===== src/rtl/mc_ctrl_pkg.sv =====
// ============================================================================
// Module      : mc_ctrl_pkg
// Description : Shared opcode, funct, state, aluop and alucont encodings for
//               the multicycle control FSM.
// Revision    : 1.0 - initial release
// ============================================================================
`default_nettype none

package mc_ctrl_pkg;

    localparam logic [5:0] OP_LB    = 6'b100000;
    localparam logic [5:0] OP_SB    = 6'b101000;
    localparam logic [5:0] OP_RTYPE = 6'b000000;
    localparam logic [5:0] OP_BEQ   = 6'b000100;
    localparam logic [5:0] OP_J     = 6'b000010;
    localparam logic [5:0] OP_ADDI  = 6'b001000;

    localparam logic [5:0] FUNCT_ADD = 6'b100000;
    localparam logic [5:0] FUNCT_SUB = 6'b100010;
    localparam logic [5:0] FUNCT_AND = 6'b100100;
    localparam logic [5:0] FUNCT_OR  = 6'b100101;
    localparam logic [5:0] FUNCT_SLT = 6'b101010;

    localparam logic [1:0] ALUOP_ADD   = 2'b00;
    localparam logic [1:0] ALUOP_SUB   = 2'b01;
    localparam logic [1:0] ALUOP_FUNCT = 2'b10;

    localparam logic [2:0] ALUC_AND = 3'b000;
    localparam logic [2:0] ALUC_OR  = 3'b001;
    localparam logic [2:0] ALUC_ADD = 3'b010;
    localparam logic [2:0] ALUC_SUB = 3'b110;
    localparam logic [2:0] ALUC_SLT = 3'b111;

    // Encoding 4'd15 is deliberately left unused and recovers to FETCH1.
    typedef enum logic [3:0] {
        S_FETCH1  = 4'd0,
        S_FETCH2  = 4'd1,
        S_FETCH3  = 4'd2,
        S_FETCH4  = 4'd3,
        S_DECODE  = 4'd4,
        S_MEMADR  = 4'd5,
        S_LBRD    = 4'd6,
        S_LBWR    = 4'd7,
        S_SBWR    = 4'd8,
        S_RTYPEEX = 4'd9,
        S_RTYPEWR = 4'd10,
        S_BEQEX   = 4'd11,
        S_JEX     = 4'd12,
        S_ADDIEX  = 4'd13,
        S_ADDIWR  = 4'd14
    } state_t;

endpackage

`default_nettype wire


===== src/rtl/mc_aludec.sv =====
// ============================================================================
// Module      : mc_aludec
// Description : Combinational ALU decoder, (aluop, funct) -> alucont.
// Revision    : 1.0 - initial release
// ============================================================================
`default_nettype none

module mc_aludec
    import mc_ctrl_pkg::*;
#(
    parameter int OP_W = 6
) (
    input  logic [1:0]      aluop,
    input  logic [OP_W-1:0] funct,
    output logic [2:0]      alucont
);

    always_comb begin
        alucont = ALUC_ADD;
        case (aluop)
            ALUOP_ADD: alucont = ALUC_ADD;
            ALUOP_SUB: alucont = ALUC_SUB;
            ALUOP_FUNCT: begin
                case (funct)
                    FUNCT_ADD: alucont = ALUC_ADD;
                    FUNCT_SUB: alucont = ALUC_SUB;
                    FUNCT_AND: alucont = ALUC_AND;
                    FUNCT_OR:  alucont = ALUC_OR;
                    FUNCT_SLT: alucont = ALUC_SLT;
                    default:   alucont = ALUC_ADD;
                endcase
            end
            default: alucont = ALUC_ADD;
        endcase
    end

endmodule

`default_nettype wire


===== src/rtl/mc_ctrl.sv =====
// ============================================================================
// Module      : mc_ctrl
// Description : Multicycle Moore control FSM: 4-byte fetch, decode, execute of
//               LB/SB/R-type/BEQ/J/ADDI. Define MC_MEM_WAIT_EN for mem_rdy waits.
// Revision    : 1.0 - initial release
// ============================================================================
`default_nettype none

module mc_ctrl
    import mc_ctrl_pkg::*;
#(
    parameter int OP_W  = 6,
    parameter int IRW_N = 4
) (
    input  logic             clk,
    input  logic             reset,
    input  logic [OP_W-1:0]  op,
    input  logic [OP_W-1:0]  funct,
    input  logic             zero,
`ifdef MC_MEM_WAIT_EN
    input  logic             mem_rdy,
`endif
    output logic             memread,
    output logic             memwrite,
    output logic             iord,
    output logic             memtoreg,
    output logic             regdst,
    output logic             regwrite,
    output logic             alusrca,
    output logic [1:0]       alusrcb,
    output logic [1:0]       pcsource,
    output logic [IRW_N-1:0] irwrite,
    output logic             pcen,
    output logic [2:0]       alucont
);

    state_t      state_q;
    state_t      state_d;
    logic        mem_ok;
    logic        pcwrite;
    logic        pcwritecond;
    logic        state_valid;
    logic [1:0]  aluop;
    logic [2:0]  alucont_dec;

`ifdef MC_MEM_WAIT_EN
    assign mem_ok = mem_rdy;
`else
    assign mem_ok = 1'b1;
`endif

    always_ff @(posedge clk) begin
        if (reset) begin
            state_q <= S_FETCH1;
        end else begin
            state_q <= state_d;
        end
    end

    always_comb begin
        state_d = S_FETCH1;
        case (state_q)
            S_FETCH1: state_d = mem_ok ? S_FETCH2 : S_FETCH1;
            S_FETCH2: state_d = mem_ok ? S_FETCH3 : S_FETCH2;
            S_FETCH3: state_d = mem_ok ? S_FETCH4 : S_FETCH3;
            S_FETCH4: state_d = mem_ok ? S_DECODE : S_FETCH4;
            S_DECODE: begin
                case (op)
                    OP_LB, OP_SB: state_d = S_MEMADR;
                    OP_RTYPE:     state_d = S_RTYPEEX;
                    OP_BEQ:       state_d = S_BEQEX;
                    OP_J:         state_d = S_JEX;
                    OP_ADDI:      state_d = S_ADDIEX;
                    default:      state_d = S_FETCH1;
                endcase
            end
            S_MEMADR: begin
                case (op)
                    OP_LB:   state_d = S_LBRD;
                    OP_SB:   state_d = S_SBWR;
                    default: state_d = S_FETCH1;
                endcase
            end
            S_LBRD:    state_d = mem_ok ? S_LBWR : S_LBRD;
            S_LBWR:    state_d = S_FETCH1;
            S_SBWR:    state_d = mem_ok ? S_FETCH1 : S_SBWR;
            S_RTYPEEX: state_d = S_RTYPEWR;
            S_RTYPEWR: state_d = S_FETCH1;
            S_BEQEX:   state_d = S_FETCH1;
            S_JEX:     state_d = S_FETCH1;
            S_ADDIEX:  state_d = S_ADDIWR;
            S_ADDIWR:  state_d = S_FETCH1;
            default:   state_d = S_FETCH1;
        endcase
    end

    // IR slice loads and PC increments are qualified by mem_ok so a stalled
    // fetch byte is captured exactly once.
    always_comb begin
        memread     = 1'b0;
        memwrite    = 1'b0;
        iord        = 1'b0;
        memtoreg    = 1'b0;
        regdst      = 1'b0;
        regwrite    = 1'b0;
        alusrca     = 1'b0;
        alusrcb     = 2'b00;
        pcsource    = 2'b00;
        irwrite     = '0;
        pcwrite     = 1'b0;
        pcwritecond = 1'b0;
        aluop       = ALUOP_ADD;
        state_valid = 1'b1;
        case (state_q)
            S_FETCH1, S_FETCH2, S_FETCH3, S_FETCH4: begin
                memread = 1'b1;
                alusrcb = 2'b01;
                pcwrite = mem_ok;
                irwrite = IRW_N'(mem_ok) << state_q[1:0];
            end
            S_DECODE: alusrcb = 2'b11;
            S_MEMADR: begin
                alusrca = 1'b1;
                alusrcb = 2'b10;
            end
            S_LBRD: begin
                memread = 1'b1;
                iord    = 1'b1;
            end
            S_LBWR: begin
                regwrite = 1'b1;
                memtoreg = 1'b1;
            end
            S_SBWR: begin
                memwrite = 1'b1;
                iord     = 1'b1;
            end
            S_RTYPEEX: begin
                alusrca = 1'b1;
                aluop   = ALUOP_FUNCT;
            end
            S_RTYPEWR: begin
                regdst   = 1'b1;
                regwrite = 1'b1;
            end
            S_BEQEX: begin
                alusrca     = 1'b1;
                aluop       = ALUOP_SUB;
                pcwritecond = 1'b1;
                pcsource    = 2'b01;
            end
            S_JEX: begin
                pcwrite  = 1'b1;
                pcsource = 2'b10;
            end
            S_ADDIEX: begin
                alusrca = 1'b1;
                alusrcb = 2'b10;
            end
            S_ADDIWR: regwrite = 1'b1;
            default:  state_valid = 1'b0;
        endcase
    end

    mc_aludec #(
        .OP_W (OP_W)
    ) u_aludec (
        .aluop   (aluop),
        .funct   (funct),
        .alucont (alucont_dec)
    );

    assign pcen    = pcwrite | (pcwritecond & zero);
    assign alucont = state_valid ? alucont_dec : 3'b000;

endmodule

`default_nettype wire


===== config.mk =====
export PLATFORM = sky130hd
export DESIGN_NAME = mc_ctrl
export DESIGN_NICKNAME = d
export VERILOG_FILES = /design/src/rtl/mc_ctrl_pkg.sv /design/src/rtl/mc_aludec.sv /design/src/rtl/mc_ctrl.sv
export SDC_FILE = /design/constraint.sdc
export NUM_CORES = 1
export LEC_CHECK = 0
export BUFFER_PORTS_ARGS = -buffer_cell sky130_fd_sc_hd__buf_2
export CORE_AREA = 4 4 41 43
export DETAILED_ROUTE_END_ITERATION = 6
export DIE_AREA = 0 0 45 47
export GPL_TIMING_DRIVEN = 0
export PLACE_DENSITY = 0.88
export SYNTH_ARGS = -nofsm -noshare
export SYNTH_HDL_FRONTEND = slang
export SYNTH_SLANG_ARGS = --single-unit

===== constraint.sdc =====
create_clock -name clk -period 4.7 [get_ports clk]
set_clock_uncertainty 0.2 [all_clocks]
set_input_delay 0.47 -clock clk [delete_from_list [all_inputs] [get_ports clk]]
set_output_delay 0.47 -clock clk [all_outputs]
set_load 0.01 [all_outputs]

==> flow_summary.json, run 1 <==
{
  "synthesis.yosys.warnings": 0,
  "cts_tree": "yes",
  "timing.critical_path.cells": "buf_1 > nand2b_1 > nand2b_1 > ha_1 > o21bai_1 > nor3_1 > buf_2",
  "crit_path_end_kind": "output port",
  "port_buffers": 33,
  "tightestPinTransition_ns": 0.417,
  "critical-path-top-cell-by-count": "nand2b_1",
  "final_core_util": 0.607,
  "power.ir.vdd_worst_v": 0.000140,
  "detailedPlace.worstSlack_ns": 2.06,
  "vias_per_cell": 5.17,
  "place.detailed.hpwl_um": 1290,
  "max-cap-violations": 0,
  "core_area_mm2": 0.00130,
  "floorplan.die.width_um": 45,
  "finalWirelength_um": 1550,
  "first_global_vias": 647,
  "finalSetupViolCount": 0,
  "synth_compound_area_frac": 0.236,
  "footprint_of_the_multi_input_gates_um2": 453,
  "setup.reg_to_reg.worst_slack_ns": 2.72,
  "die-area_mm2": 0.00212,
  "cpMaxStageDelayCell": "dfxtp_1",
  "synth_seq_area_share": 0.137,
  "critPathBufInv": 2,
  "wl_per_cell_um": 11.0,
  "clock_tree.root_cell": "clkbuf_4",
  "overflow": 0,
  "finish.net_count": 146,
  "synthCells": 90,
  "cts-resized-gates": 0,
  "crit_path_max_fanout": 10,
  "crit-reg2reg-launch": "state_q[1]",
  "timing.final.ws_setup_ns": 1.80,
  "total_power_mw": 0.122,
  "min_path_type": "primary input to flip-flop",
  "post_layout_nonfiller_instances": 141,
  "max_clock_freq_mhz": 345,
  "place_inst": 138,
  "dominant_combinational_cell_family_by_area_after_synthesis": "simple AND/OR/NAND/NOR gates",
  "layout.cells.most_common_list": "34 x buf_2, 15 x nor2_1, 6 x nand2b_1, 6 x a21oi_1, 6 x nor3_1",
  "tritoncts_num_sinks": 4,
  "worst_endpoint_data_arrival_time_ns": 2.23,
  "sequential_cell_area_um2": 80.1,
  "hold_path_end": "state_q[3]",
  "initialDrtViolationCount": 5,
  "status": "completed",
  "total_track_usage": 0.149,
  "ctsLongestPathBuffers": 2,
  "nets_in_the_synthesized_netlist": 108,
  "std_cell_rows": 13,
  "synth.cell_area_um2": 583,
  "clock_pin_slew_reported_for_the_worst_setup_and_hold_paths_after_clock_tree_synthesis_ns": 0.04,
  "mean_syn_cell_area_um2": 6.48,
  "critical_path_required_ns": 4.03,
  "reg_top3": "state_q x4",
  "timing.final.crit_share": 0.617,
  "placedInstanceArea_um2": 767,
  "hold_violations": 0,
  "path_delay_family": "simple AND/OR/NAND/NOR gates",
  "relSlewSlack": 0.722,
  "leakage_nw": 0.362,
  "drv_slew": 0,
  "layout.cells.most_common": "buf_2",
  "cts_setup_buffers": 0,
  "yosys.area_share.simple": 0.427,
  "dr_wl_met2_um": 655,
  "drc_errors": 0,
  "rsz_0062_raised_after_global_routing": "no",
  "grt_pass1_wl_um": 2500,
  "whs_path_depth": 2,
  "initial_utilization": 0.448,
  "final.hold.worst_slack_ns": 0.259,
  "final_cell_area_um2": 790,
  "grt_max_degree": 11,
  "flow.area_growth_from_synthesis_pct": 35.4,
  "fill_cells": 131,
  "worst_hold_startpoint": "reset",
  "antenna_violations_before_repair": 0,
  "wl_met3_um": 159,
  "final_tns_setup_ns": 0,
  "synth_xor_xnor_area_share": 0.0150,
  "inserted_diodes": 0,
  "floorplan.io_pins": 34,
  "power.density_cell_area_mw_per_mm2": 155,
  "worstSetupPathType": "flip-flop to output port",
  "clk-insertion-delay-late_ns": 0.23,
  "top_register": "state_q",
  "drive_above_1_share": 0.317,
  "drt-pass1-iter-count": 4,
  "die_y_um": 47,
  "register_to_register_path_depth": 5,
  "worstSetupStartpointType": "flip-flop",
  "rr_endpoint": "state_q[3]",
  "synthDistinctLibCells": 35,
  "cts.hold.buffers_added": 0,
  "tritoncts.num_buffers": 3,
  "synthMuxAreaShare": 0.0172,
  "gpl.final_weighted_congestion": 0.879,
  "finalWorstPathRequiredPeriod_ns": 2.90,
  "largest_register_ff_count": 4,
  "cts.htree.levels": 1,
  "ys_ff_latch": 4,
  "met1Wirelength_um": 731,
  "antenna_violating_nets_post_route": 0,
  "max_stage_delay_ns": 0.38,
  "synth_fa_ha_area_frac": 0.0815,
  "maxUsedRoutingLayer": "met3",
  "dr_total_vias": 729
}
==> worst max-delay path by stage <==
stage / slack, ns / cells after the start / endpoint / startpoint
after CTS: 1.81 / 7 / alucont[0] / state_q[3]
after floorplan: 2.29 / 6 / alucont[0] / state_q[3]
after detailed placement: 2.06 / 7 / alucont[0] / state_q[3]
after global routing: 1.62 / 7 / alucont[0] / state_q[3]
after global placement: 2.11 / 7 / alucont[0] / state_q[3]
final: 1.80 / 7 / alucont[0] / state_q[3]
==> cell usage after synthesis <==
cell / count / area share
a32oi_1: 1 / 0.015
nand2_1: 5 / 0.032
buf_1: 1 / 0.0064
nand2b_1: 6 / 0.064
a21oi_1: 6 / 0.052
nor2_1: 15 / 0.097
o21bai_1: 2 / 0.026
nor4_1: 1 / 0.011
inv_2: 1 / 0.0064
nand3_1: 3 / 0.026
a41oi_1: 2 / 0.030
nor3_1: 6 / 0.052
or4_1: 1 / 0.013
xnor2_1: 1 / 0.015
a2bb2oi_1: 1 / 0.015
or4_4: 1 / 0.019
o31ai_1: 1 / 0.013
clkbuf_1: 3 / 0.019
maj3_1: 1 / 0.017
nor3b_1: 3 / 0.039
a211oi_1: 1 / 0.013
a31oi_1: 3 / 0.032
and2_1: 1 / 0.011
inv_1: 4 / 0.026
buf_6: 1 / 0.019
o21ai_0: 2 / 0.017
dfxtp_1: 4 / 0.14
a22oi_1: 1 / 0.013
o22ai_1: 1 / 0.011
or2_1: 1 / 0.011
buf_2: 1 / 0.0086
nor2b_1: 4 / 0.043
mux2i_1: 1 / 0.017
ha_1: 3 / 0.064
or3_1: 1 / 0.011
==> where the power goes <==
group	switching, mW	internal (mW)
Combinational	0.0255	0.0192
Clock	0.0126	0.0285
Sequential	0.000690	0.0361
==> worst reg2reg max path: cells and delay by family (launching register included) <==
family / cells / cell delay (ns)
compound gates: 1 / 0.07
buf+inv: 1 / 0.13
flops: 1 / 0.29
simple gates: 3 / 1.19
==> per-layer routing <==
layer | vias up | GRT usage
li1 | 395 | -
met1 | 305 | 0.184
met2 | 29 | 0.280
met3 | 0 | 0.0307
met4 | 0 | 0.00585
met5 | - | 0
==> final cells by class <==
type / count / area share
Buffer: 6 / 0.0396
Clock buffer: 3 / 0.0285
Inverter: 5 / 0.0238
Multi-Input combinational cell: 75 / 0.574
Sequential cell: 4 / 0.101
Tap cell: 15 / 0.0238
Timing Repair Buffer: 33 / 0.209
==> cell families after synthesis <==
kind of cell    after synthesis
xor+xnor                      1
simple gates                 48
flops                         4
mux                           1
compound gates               21
fa+ha+maj                     4
buf+inv                      11
Note: power is estimated with default switching activity, not from simulation.
==> inputs of run 2 (changes only) <==
--- a/config.mk
+++ b/config.mk
@@ -6,11 +6,11 @@
 export NUM_CORES = 1
 export LEC_CHECK = 0
 export BUFFER_PORTS_ARGS = -buffer_cell sky130_fd_sc_hd__buf_2
-export CORE_AREA = 4 4 41 43
+export CORE_MARGIN = 4
+export CORE_UTILIZATION = 42
 export DETAILED_ROUTE_END_ITERATION = 6
-export DIE_AREA = 0 0 45 47
 export GPL_TIMING_DRIVEN = 0
-export PLACE_DENSITY = 0.88
+export PLACE_DENSITY = 0.85
 export SYNTH_ARGS = -nofsm -noshare
 export SYNTH_HDL_FRONTEND = slang
 export SYNTH_SLANG_ARGS = --single-unit
==> constraint.sdc (replaced) <==
create_clock -name clk -period 3 [get_ports clk]
set_clock_uncertainty 0.2 [all_clocks]
set_input_delay 0.3 -clock clk [delete_from_list [all_inputs] [get_ports clk]]
set_output_delay 0.3 -clock clk [all_outputs]
set_load 0.01 [all_outputs]
==> run 2 against run 1 <==
Setup slack got worse by 1.5 ns; critical path depth did not move; count of clock-buffer cells in the layout did not move; register-to-register slack got worse by 1.7 ns; combinational power rose by 57%; hold slack got worse by 0.20 ns; global-route usage rose by 1.6 points; total power rose by 60%; highest routed layer is now met4; first-iteration DRC count rose to 3.0 times the previous value; largest power group unchanged; utilization did not move; die area fell by 3.1%.
==> flow_summary.json, run 2 (same netlist as run 1, synthesis figures left out) <==
{
  "grt_max_degree": 11,
  "top_register": "state_q",
  "clk-insertion-delay-late_ns": 0.24,
  "cpMaxStageDelayCell": "dfxtp_1",
  "die_y_um": 45.3,
  "reg_top3": "state_q x4",
  "register_to_register_path_depth": 5,
  "grt_pass1_wl_um": 2530,
  "critical_path_required_ns": 2.50,
  "gpl.final_weighted_congestion": 0.844,
  "final_tns_setup_ns": 0,
  "hold_violations": 0,
  "leakage_nw": 0.362,
  "share_comb_of_total_power": 0.359,
  "path_delay_family": "simple AND/OR/NAND/NOR gates",
  "vias_per_cell": 5.28,
  "min_path_type": "primary input to flip-flop",
  "drv_slew": 0,
  "globalRoute.busiestLayer": "met2",
  "critical-path-top-cell-by-count": "nand2b_1",
  "overflow": 0,
  "clock_tree.root_cell": "clkbuf_4",
  "final.hold.worst_slack_ns": 0.0623,
  "power.switching_mw": 0.0649,
  "cts.hold.buffers_added": 0,
  "tritoncts.num_buffers": 3,
  "std_cell_rows": 13,
  "crit_path_end": "alucont[0]",
  "max_stage_delay_ns": 0.36,
  "port_buffers": 33,
  "layout.cells.most_common_list": "34 x buf_2, 15 x nor2_1, 6 x nand2b_1, 6 x a21oi_1, 6 x nor3_1",
  "first_global_vias": 627,
  "finalWirelength_um": 1610,
  "clock_pin_slew_reported_for_the_worst_setup_and_hold_paths_after_clock_tree_synthesis_ns": 0.04,
  "cts-resized-gates": 0,
  "die-area_mm2": 0.00205,
  "cp_num_cells": 7,
  "cp-startpoint": "state_q[3]",
  "globalRouteMet1Util": 0.219,
  "drt-pass1-iter-count": 4,
  "timing.critical_path.cells": "buf_1 > nand2b_1 > nand2b_1 > ha_1 > o21bai_1 > nor3_1 > buf_2",
  "worstSetupPathType": "flip-flop to output port",
  "critPathBufInv": 2,
  "initial_utilization": 0.448,
  "total_track_usage": 0.166,
  "clkPwrFrac": 0.348,
  "largest_register_ff_count": 4,
  "finish.net_count": 146,
  "setup.reg_to_reg.worst_slack_ns": 1.02,
  "finalWorstPathRequiredPeriod_ns": 2.72,
  "antenna_violations_before_repair": 0,
  "ctsLongestPathBuffers": 2,
  "place.detailed.hpwl_um": 1280,
  "drive_above_1_share": 0.317,
  "cts_setup_buffers": 0,
  "flow.area_growth_from_synthesis_pct": 35.4,
  "power.internal_mw": 0.131,
  "max_clock_freq_mhz": 368,
  "finalSetupViolCount": 0,
  "wl_per_cell_um": 11.4,
  "cts_tree": "yes",
  "layout.cells.most_common": "buf_2",
  "crit-reg2reg-launch": "state_q[2]",
  "place_inst": 138,
  "max-cap-violations": 0,
  "crit_path_max_fanout": 10,
  "tightestPinTransition_ns": 0.413,
  "power.ir.vdd_worst_v": 0.000156,
  "tritoncts_num_sinks": 4,
  "switching_share": 0.331,
  "core_area_mm2": 0.00130,
  "timing.final.ws_setup_ns": 0.283,
  "timing.final.crit_share": 0.906,
  "detailedPlace.worstSlack_ns": 0.559,
  "drc_errors": 0,
  "final_core_util": 0.607,
  "cts.htree.levels": 1,
  "grt_util_met2": 0.274,
  "floorplan.io_pins": 34,
  "initialDrtViolationCount": 15,
  "dr_total_vias": 744,
  "status": "completed",
  "rsz_0062_raised_after_global_routing": "no",
  "power.density_cell_area_mw_per_mm2": 249,
  "worstSetupStartpointType": "flip-flop",
  "inserted_diodes": 0,
  "rr_endpoint": "state_q[3]",
  "met3_usage": 0.0239,
  "relative_contribution_of_sequential_cells_to_total_power": 0.294,
  "post_layout_nonfiller_instances": 141,
  "relSlewSlack": 0.725,
  "crit_path_end_kind": "output port",
  "antenna_violating_nets_post_route": 0,
  "floorplan.die.width_um": 45.3,
  "worst_endpoint_data_arrival_time_ns": 2.22
}
run 2: cell counts in the layout (fill, tap and decap cells not counted):
Identical to the previous run, type by type.
run 2: cell type report:
type                    instances  area (um^2)
multi-input cells              75          453
repair buffers                 33          165
inverters                       5         18.8
fillers                       128          512
well taps                      15         18.8
flip-flops and latches          4         80.1
clock buffers                   3         22.5
plain buffers                   6         31.3
run 2: layer usage:
layer / up-vias / wire, um
met5: - / 0
li1: 393 / -
met2: 26 / 726
met1: 323 / 761
met3: 2 / 108
met4: 0 / 17
run 2: power groups by stage:
stage          sequential (mW)  combinational (mW)  clock (mW)
2_1_floorplan           0.0582              0.0430           0
3_3_place_gp            0.0584              0.0685           0
3_5_place_dp            0.0584              0.0693           0
4_1_cts                 0.0576              0.0702      0.0697
5_1_grt                 0.0581              0.0787      0.0733
6_report                0.0576              0.0704      0.0682
run 2: worst min-delay path by stage:
stage / slack [ns] / from / depth (start not counted) / to
after floorplan: 0.20 / reset / 1 / state_q[3]
after global placement: 0.32 / reset / 2 / state_q[3]
after detailed placement: 0.31 / reset / 2 / state_q[3]
after CTS: 0.06 / reset / 2 / state_q[3]
after global routing: 0.08 / reset / 2 / state_q[3]
final: 0.06 / reset / 2 / state_q[3]
run 2: per-stage QoR:
stage	instance area [um^2]	power (mW)
floorplan	583	0.101
global placement	767	0.127
detailed placement	767	0.128
CTS	790	0.198
global route	790	0.210
finish	790	0.196
==> inputs of run 3 (changes only) <==
--- a/config.mk
+++ b/config.mk
@@ -11,6 +11,7 @@
 export DETAILED_ROUTE_END_ITERATION = 6
 export GPL_TIMING_DRIVEN = 0
 export PLACE_DENSITY = 0.85
+export RECOVER_POWER = 100
 export SYNTH_ARGS = -nofsm -noshare
 export SYNTH_HDL_FRONTEND = slang
 export SYNTH_SLANG_ARGS = --single-unit
==> run 3 against run 2 <==
Sequential cell count unchanged; cell count stayed put; maximum frequency is 0.13% higher; cell area decreased by 3.2%; largest power group is now clock; total power down 0.69%; hold slack is essentially flat; register-to-register slack got worse by 0.03 ns; non-clock buffer count stayed put; clock power increased by 1%; count of clock-buffer cells in the layout unchanged; highest routed layer unchanged; critical path depth unchanged.
==> flow_summary.json, run 3 (same netlist as run 1, synthesis figures left out) <==
{
  "worst_endpoint_data_arrival_time_ns": 2.21,
  "rsz_0062_raised_after_global_routing": "no",
  "place.detailed.hpwl_um": 1280,
  "power.ir.vdd_worst_v": 0.000156,
  "clkPwrFrac": 0.354,
  "ctsLongestPathBuffers": 2,
  "worstSetupStartpointType": "flip-flop",
  "die-area_mm2": 0.00205,
  "status": "completed",
  "inserted_diodes": 0,
  "cts.hold.buffers_added": 0,
  "top_register": "state_q",
  "placedInstanceArea_um2": 767,
  "floorplan.io_pins": 34,
  "clock_pin_slew_reported_for_the_worst_setup_and_hold_paths_after_clock_tree_synthesis_ns": 0.04,
  "register_to_register_path_depth": 5,
  "drv_slew": 0,
  "finalWirelength_um": 1620,
  "total_power_mw": 0.195,
  "hold_violations": 0,
  "crit_path_end_kind": "output port",
  "crit_path_max_fanout": 10,
  "drc_errors": 0,
  "initial_utilization": 0.448,
  "flow.area_growth_from_synthesis_pct": 31.1,
  "tritoncts_num_sinks": 4,
  "max-cap-violations": 0,
  "layout.cells.most_common_list": "21 x clkbuf_1, 17 x buf_2, 15 x nor2_1",
  "cts-resized-gates": 0,
  "reg_top3": "state_q x4",
  "tritoncts.num_buffers": 3,
  "drt-pass1-iter-count": 4,
  "initialDrtViolationCount": 12,
  "max_clock_freq_mhz": 369,
  "share_comb_of_total_power": 0.351,
  "finalSetupViolCount": 0,
  "drive_above_1_share": 0.167,
  "port_buffers": 33,
  "grt_pass1_wl_um": 2530,
  "gpl.final_weighted_congestion": 0.844,
  "cp-startpoint": "state_q[3]",
  "antenna_violations_before_repair": 0,
  "finish.net_count": 146,
  "final_core_util": 0.588,
  "grt_max_degree": 11,
  "vias_per_cell": 5.24,
  "power.density_cell_area_mw_per_mm2": 255,
  "timing.final.crit_share": 0.904,
  "first_global_vias": 627,
  "finalWorstPathRequiredPeriod_ns": 2.71,
  "layout.cells.most_common": "clkbuf_1",
  "std_cell_rows": 13,
  "sequential_cell_area_um2": 80.1,
  "final_cell_area_um2": 764,
  "overflow": 0,
  "clk-insertion-delay-late_ns": 0.24,
  "relative_contribution_of_sequential_cells_to_total_power": 0.295,
  "relSlewSlack": 0.742,
  "dr_total_vias": 739,
  "fill_cells": 134,
  "core_area_mm2": 0.00130,
  "clock_tree.root_cell": "clkbuf_4",
  "power.internal_mw": 0.130,
  "crit_path_end": "alucont[0]",
  "critical_path_required_ns": 2.50,
  "setup.reg_to_reg.worst_slack_ns": 0.99,
  "leakage_nw": 0.298,
  "power.switching_mw": 0.0653,
  "footprint_of_the_multi_input_gates_um2": 449,
  "cts_setup_buffers": 0,
  "rr_endpoint": "state_q[3]",
  "total_track_usage": 0.166,
  "tightestPinTransition_ns": 0.387,
  "min_path_type": "primary input to flip-flop",
  "antenna_violating_nets_post_route": 0,
  "switching_share": 0.335,
  "cts.htree.levels": 1,
  "largest_register_ff_count": 4,
  "die_y_um": 45.3,
  "cts_tree": "yes",
  "floorplan.die.width_um": 45.3,
  "final_tns_setup_ns": 0,
  "wl_per_cell_um": 11.5,
  "worstSetupPathType": "flip-flop to output port",
  "crit-reg2reg-launch": "state_q[1]"
}
run 3: routing by layer:
layer | global-route usage | part of all wire | wire [um] | up-vias
met5 | 0 | 0 | 0 | -
met4 | 0.0526 | 0.010 | 17 | 0
met3 | 0.0239 | 0.075 | 121 | 2
met2 | 0.274 | 0.45 | 732 | 25
met1 | 0.219 | 0.46 | 753 | 319
li1 | - | - | - | 393
run 3: worst min path at each step:
stage                  to  slack [ns]   from  depth (start not counted)
3_5_place_dp   state_q[3]        0.31  reset                          2
3_3_place_gp   state_q[3]        0.32  reset                          2
2_1_floorplan  state_q[3]        0.20  reset                          1
5_1_grt        state_q[3]        0.08  reset                          2
4_1_cts        state_q[3]        0.06  reset                          2
6_report       state_q[3]        0.06  reset                          2
run 3: critical path, cell delays in order, from the launching register on:
cell and delay (ns):
dfxtp_1 0.36, clkbuf_1 0.34, nand2b_1 0.22, nand2b_1 0.23, ha_1 0.33, o21bai_1 0.17, nor3_1 0.14, clkbuf_1 0.17
run 3: power by group through the flow:
stage / Clock [mW] / Combinational (mW) / Sequential, mW
final: 0.0690 / 0.0684 / 0.0576
after global routing: 0.0733 / 0.0767 / 0.0581
after global placement: 0 / 0.0685 / 0.0584
after floorplan: 0 / 0.0430 / 0.0582
after detailed placement: 0 / 0.0693 / 0.0584
after CTS: 0.0697 / 0.0702 / 0.0576
run 3: layout make-up:
| type | instances | share of cell area |
|---|---|---|
| Multi-Input combinational cell | 75 | 0.588 |
| Timing Repair Buffer | 33 | 0.188 |
| Sequential cell | 4 | 0.105 |
| Buffer | 6 | 0.0409 |
| Clock buffer | 3 | 0.0295 |
| Inverter | 5 | 0.0245 |
| Tap cell | 15 | 0.0245 |
run 3: per-stage QoR:
step | instances | hold slack, ns | worst slack [ns]
2_1_floorplan | 90 | 0.204 | 0.764
3_3_place_gp | 138 | 0.318 | 0.568
3_5_place_dp | 138 | 0.312 | 0.559
4_1_cts | 141 | 0.0627 | 0.286
5_1_grt | 141 | 0.0847 | 0.0802
6_report | 141 | 0.0622 | 0.287
